[src/rtl/sort_frame_serializer.sv]
// sort_frame_serializer: buffers sorted frames in a ping-pong pair and streams them out one element per beat
module sort_frame_serializer #(
    parameter int WIDTH = 32,
    parameter int N     = 8,
    parameter int DESC  = 0
) (
    input  logic               clk,
    input  logic               rst,
    input  logic               in_valid,
    input  logic [N*WIDTH-1:0] in_data,
    output logic               out_valid,
    input  logic               out_ready,
    output logic [WIDTH-1:0]   out_data,
    output logic               out_last,
    output logic               busy,
    output logic               overflow,
    input  logic               clr_ovf
);
    localparam int IW = (N > 2) ? $clog2(N) : 1;
    typedef enum logic [1:0] {EMPTY = 2'd0, ONE = 2'd1, FULL = 2'd2} state_t;
    state_t             state;
    logic [N*WIDTH-1:0] frame_buf [2];
    logic               wsel, rsel;
    logic [IW-1:0]      idx, lane;
    logic               xfer, done, space, cap, drop;
    assign out_valid = state != EMPTY;
    assign busy      = out_valid;
    assign lane      = (DESC != 0) ? IW'(N - 1) - idx : idx;
    assign out_data  = frame_buf[rsel][int'(lane)*WIDTH +: WIDTH];
    assign out_last  = out_valid && idx == IW'(N - 1);
    assign xfer      = out_valid && out_ready;
    assign done      = xfer && out_last;
    assign space     = state != FULL || done;
    assign cap       = in_valid && space;
    assign drop      = in_valid && !space;
    // occupancy FSM, slot pointers, element pointer and sticky overflow
    always_ff @(posedge clk or negedge rst) begin
        if (!rst) begin
            state        <= EMPTY;
            frame_buf[0] <= '0;
            frame_buf[1] <= '0;
            wsel         <= 1'b0;
            rsel         <= 1'b0;
            idx          <= '0;
            overflow     <= 1'b0;
        end else begin
            if (cap) begin
                frame_buf[wsel] <= in_data;
                wsel            <= ~wsel;
            end
            if (xfer) idx <= out_last ? '0 : idx + 1'b1;
            if (done) rsel <= ~rsel;
            if (cap && !done) state <= (state == EMPTY) ? ONE : FULL;
            else if (done && !cap) state <= (state == FULL) ? ONE : EMPTY;
            overflow <= drop || (overflow && !clr_ovf);
        end
    end
endmodule
[config.mk]
export PLATFORM = sky130hd
export DESIGN_NAME = sort_frame_serializer
export DESIGN_NICKNAME = d
export VERILOG_FILES = /design/src/rtl/sort_frame_serializer.sv
export SDC_FILE = /design/constraint.sdc
export NUM_CORES = 1
export LEC_CHECK = 0
export CORE_MARGIN = 10
export CORE_UTILIZATION = 56
export CTS_CLUSTER_SIZE = 8
export DETAILED_ROUTE_END_ITERATION = 10
export GPL_ROUTABILITY_DRIVEN = 0
export PLACE_DENSITY = 0.88
export SYNTH_ARGS = -nofsm -noshare
export SYNTH_HDL_FRONTEND = slang
export SYNTH_SLANG_ARGS = --single-unit
[constraint.sdc]
create_clock -name clk -period 2.25 [get_ports clk]
set_input_delay 0.225 -clock clk [delete_from_list [all_inputs] [get_ports clk]]
set_output_delay 0.225 -clock clk [all_outputs]
set_load 0.05 [all_outputs]
### Word-level counts from Yosys, hierarchy flattened

Index checks and enable logic that the tools add are counted.

| word-level totals | value |
|---|---|
| bits in registers | 520 |
| input port bits | 261 |
| logic and storage cells | 48 |

| cells by class | value |
|---|---|
| $add $sub $neg | 1 |
| magnitude comparators | 3 |
| equal/unequal tests | 3 |
| shifts and indexed selects | 1 |
| mux-type cells | 11 |
| bitwise operators | 4 |
| reduce and logical (&&, ||, !) cells | 18 |

Operator list:

| operator | number |
|---|---|
| 2-to-1 mux 256 bit | 4 |
| bitwise mux 512 bit | 1 |
| demux 256 bit (select 1 bit) | 1 |
| indexed part select 256 x 9 -> 32 bit | 1 |
| logical AND 1 bit | 9 |
| 2-to-1 mux 2 bit | 3 |
| greater-or-equal comparator 2 bit, second input constant | 2 |
| zero test 1 bit | 4 |
| inverter 1 -> 2 bit | 2 |
| nonzero test 2 bit | 2 |
| adder 3 x 1 -> 3 bit, second input constant | 1 |
| == test 3 bit, second input constant | 1 |
| 2-to-1 mux 3 bit | 1 |
| == test 2 bit, second input constant | 1 |
| zero test 2 bit | 1 |
| logical OR 1 bit | 2 |
| less-than comparator 2 x 1 -> 1 bit, second input constant | 1 |
| inequality test 2 bit, second input constant | 1 |
| inverter 1 bit | 2 |
| 2-to-1 mux 1 bit | 1 |

### Depth between registers and ports, before layout

| logic depth | value |
|---|---|
| depth in word-level cells | 9 |
| gate-level depth with buffers | 8 |
| mapped depth without buffers | 8 |

### Worst setup path after synthesis

Ideal clock, no wire load.

| path | value |
|---|---|
| path kind | flip-flop to output port |
| start | register rsel |
| end | output port out_data[20] |
| arrival | 1817 ps |
| setup slack | 208 ps |
| cell stages (with the launch flop) | 6 |
| cells stage by stage | dfrtp_1 -> buf_2 -> buf_4 -> mux4_2 -> a22oi_1 -> nand2_1 |

| on the way | value |
|---|---|
| cells in the longest elaborated chain, start to end | 5 |

RTL lines:

| item | line | text |
|---|---|---|
| start, declared | 23 | `logic wsel, rsel;` |
| start signal, assigned | 52 | `if (done) rsel <= ~rsel;` |
| inverter 1 -> 2 bit (implied by the code) | 29 | `assign out_data = frame_buf[rsel][int'(lane)*WIDTH +: WIDTH];` |
| 2-to-1 mux 256 bit (implied by the code) (3 in a row) | 29 |  |
| indexed part select 256 x 9 -> 32 bit | 29 |  |
| end, declared | 13 | `output logic [WIDTH-1:0] out_data,` |

Every way passes these cells. The select of a mux whose other input is x is not followed.

### Final worst setup path

| path | value |
|---|---|
| start | register rsel |
| end | output port out_data[22] |

Same word-level chain as after synthesis.

==> run summary <==
CTS buffer count: 74
DPL Wire Length: 42720 microns
synthesized flop and latch total: 520
most frequent cells in the layout: 518 x dfrtp_1, 273 x mux2_2, 260 x clkdlybuf4s50_1, 240 x mux2_4, 128 x mux4_2
kind of cell adding the most delay to the critical path: buffers and inverters
final wirelength: 66050 microns
first-pass GRT wire length: 100400 microns
Final Critical Period: 2.786 ns
clk buf depth: 3
Final ANT Viol Nets: 0
Max Freq: 359.0 MHz
Register-to-Register Path Depth: 8
Core ar.: 42230 sq um
io pins: 297
CP Max Fanout: 8
most common cell after layout, fill and taps aside: dfrtp_1
status: complete, but fails checks
post-route cell area: 31600 sq um
final slew viol count: 0
met3 Usage GRT: 6.589%
area delta synth->final: 31.14%
# H-tree levels: 3
Arr. time, crit path: 2.56 ns
initial cell density of the core: 57.06%
Max Cap Violations: 0
CTS root buffer: clkbuf_16
Total Power Consumption: 0.05515 W
IO Port Bufs: 296
required time worst endpoint: 2.03 ns
DRT Pass-1 Iters: 5
R2R Path Start: idx[0]
layout cell share with drive strength beyond 1: 54.11%
Post-Syn Nets: 1654
instance count on the critical path: 8
Crit path largest cell delay: 0.51 ns
Fin. Hold Viols: 0
Clock Skew: 0.02564 ns
slowest CP cell: dfrtp_4
Slew headroom: 60.97%
Via density: 6.205
Synth top area share: 54.00%
fin nets: 2060
vias: 14538
antenna violations before repair: 4
Placed Area: 28470 sq um
r2r endpoint: frame_buf[259]
Hold/Removal Path Class: primary input to asynchronous set/reset pin
Seq/Total Area, Yosys: 54.00%
Multi-input gate area: 10750 sq um
Iter 0 DRT Violations: 1057
Cells after Synth: 1390
Worst Tran Pin Value: 0.5854 ns
fillcell total: 2278
DIE AREA: 51720 sq um
PwrDens: 1745 nW/um^2
final worst setup slack: -0.5358 ns
die extent in y: 227.4 microns
worst setup path endpoint: out_data[22]
CTS tree: done
yosys warns: 0
worst path bufs/invs: 5
Syn Area/Cell: 17.33 sq um
largest net degree at the start of global routing: 70
vias in the first global route: 16457
CP most frequent cell: buf_12
failing checks: setup timing
CP Capture Type: output pin
setup tns final: -14.62 ns
critical path cell sequence: buf_12 -> buf_12 -> buf_16 -> mux4_2 -> a22oi_1 -> buf_4 -> nand2_2 -> buf_6
flop-to-flop setup slack: 0.04 ns
Most Crowded Layer GR: met2
RSZ-0062 raised after global routing: true
Final Cycle Share: 123.8%
kind of critical path: register to output pin
drt drc: 0
Clock Latency Late Sink: 0.59 ns
post-synth cell types: 29
CP Launch Type: register
drt wl/cell: 28.19 microns
GR Util met2: 41.70%
CP startpoint: rsel
overall routing resource usage: 25.45%
peak supply drop: 0.001214 V
# clock sinks: 520
top post-synthesis cells by area: dfrtp_1 54%, mux2_4 15%, mux2_2 13%
LEAKAGE: 13.73 nW
DIE WIDTH: 227.4 microns
Setup Viol. Count Final: 32
met1 Use GR: 32.69%
leading area contributor after synthesis: dfrtp_1
FF+latch area: 13020 sq um
row cnt: 75
Syn Std Cell Area: 24100 sq um
total grt overflow: 0
CTS clk-pin slew, worst paths: 0.05 ns
==> layout make-up <==
type                       instances  area share (%)
multi-input combinational        767           34.03
inverter                           3         0.03564
timing repair buffer             430           16.27
antenna                            2         0.01584
clock buffer                      81           6.280
clock inverter                     1         0.02772
sequential                       520           41.20
tap                              539           2.134
==> cell families after synthesis <==
kind of cell | after synthesis | share of synthesized area [%]
AOI/OAI and AO/OA | 74 | 2.295
adders and majority gates | 3 | 0.1558
muxes | 641 | 39.68
buffers and inverters | 103 | 2.934
xor gates and xnor gates | 3 | 0.1091
and+or+nand+nor | 46 | 0.8256
DFF | 520 | 54.00
==> report_power, final <==
group,internal [W],switching (W)
Combinational,0.0158,0.0124
Sequential,0.0143,0.00282
Clock,0.00611,0.00381
==> state kept, by name, summed over array words and instances (netlist names) <==
signal / flops
state: 2
frame_buf: 512
rsel: 1
overflow: 1
idx: 3
wsel: 1
==> worst min path at each step <==
| stage | start | to | cells past startpoint |
|---|---|---|---|
| 3_5_place_dp | rst | frame_buf[64] | 1 |
| 2_1_floorplan | rst | frame_buf[0] | 0 |
| 6_report | rst | frame_buf[308] | 2 |
| 3_3_place_gp | rst | frame_buf[288] | 1 |
| 4_1_cts | rst | frame_buf[372] | 2 |
| 5_1_grt | rst | frame_buf[308] | 2 |
==> synth_stat cells (all sizes together) <==
| cell type | instances |
|---|---|
| a211o | 1 |
| a211oi | 1 |
| a21o | 2 |
| a21oi | 1 |
| a22oi | 64 |
| and2 | 2 |
| buf | 79 |
| clkbuf | 21 |
| dfrtp | 520 |
| ha | 3 |
| inv | 3 |
| mux2 | 513 |
| mux4 | 128 |
| nand2 | 34 |
| nand2b | 1 |
| nand3 | 1 |
| nor2 | 1 |
| nor2b | 4 |
| nor3 | 2 |
| o211ai | 1 |
| o21ai | 3 |
| o22a | 1 |
| or2 | 1 |
| xnor2 | 3 |
==> repair_timing <==
item                                    4_1_cts  5_1_grt
hold buffers                                  1        0
endpoints found under the setup margin       35      296
hold endpoints to repair                     35        0
cloned                                        8        6
gates resized for setup                     140       17
pin swaps                                    47       11
setup buffers                                10        8
==> through the flow <==
step	hold WS (ns)	setup WS (ns)	cells	utilization, %
floorplan	-0.07059	0.2076	1390	-
global placement	0.2248	-0.01105	2227	67.41
detailed placement	0.2290	-0.03669	2227	67.41
CTS	0.2123	-0.5399	2328	74.24
global route	0.2519	-0.6352	2343	74.83
finish	0.2385	-0.5358	2343	74.83
==> per-layer routing <==
| layer | up-vias | wire (microns) |
|---|---|---|
| met1 | 7862 | 26240 |
| met3 | 125 | 4594 |
| li1 | 6013 | - |
| met2 | 534 | 33360 |
| met5 | - | 27 |
| met4 | 4 | 1823 |
(Power assumes the default switching activity.)
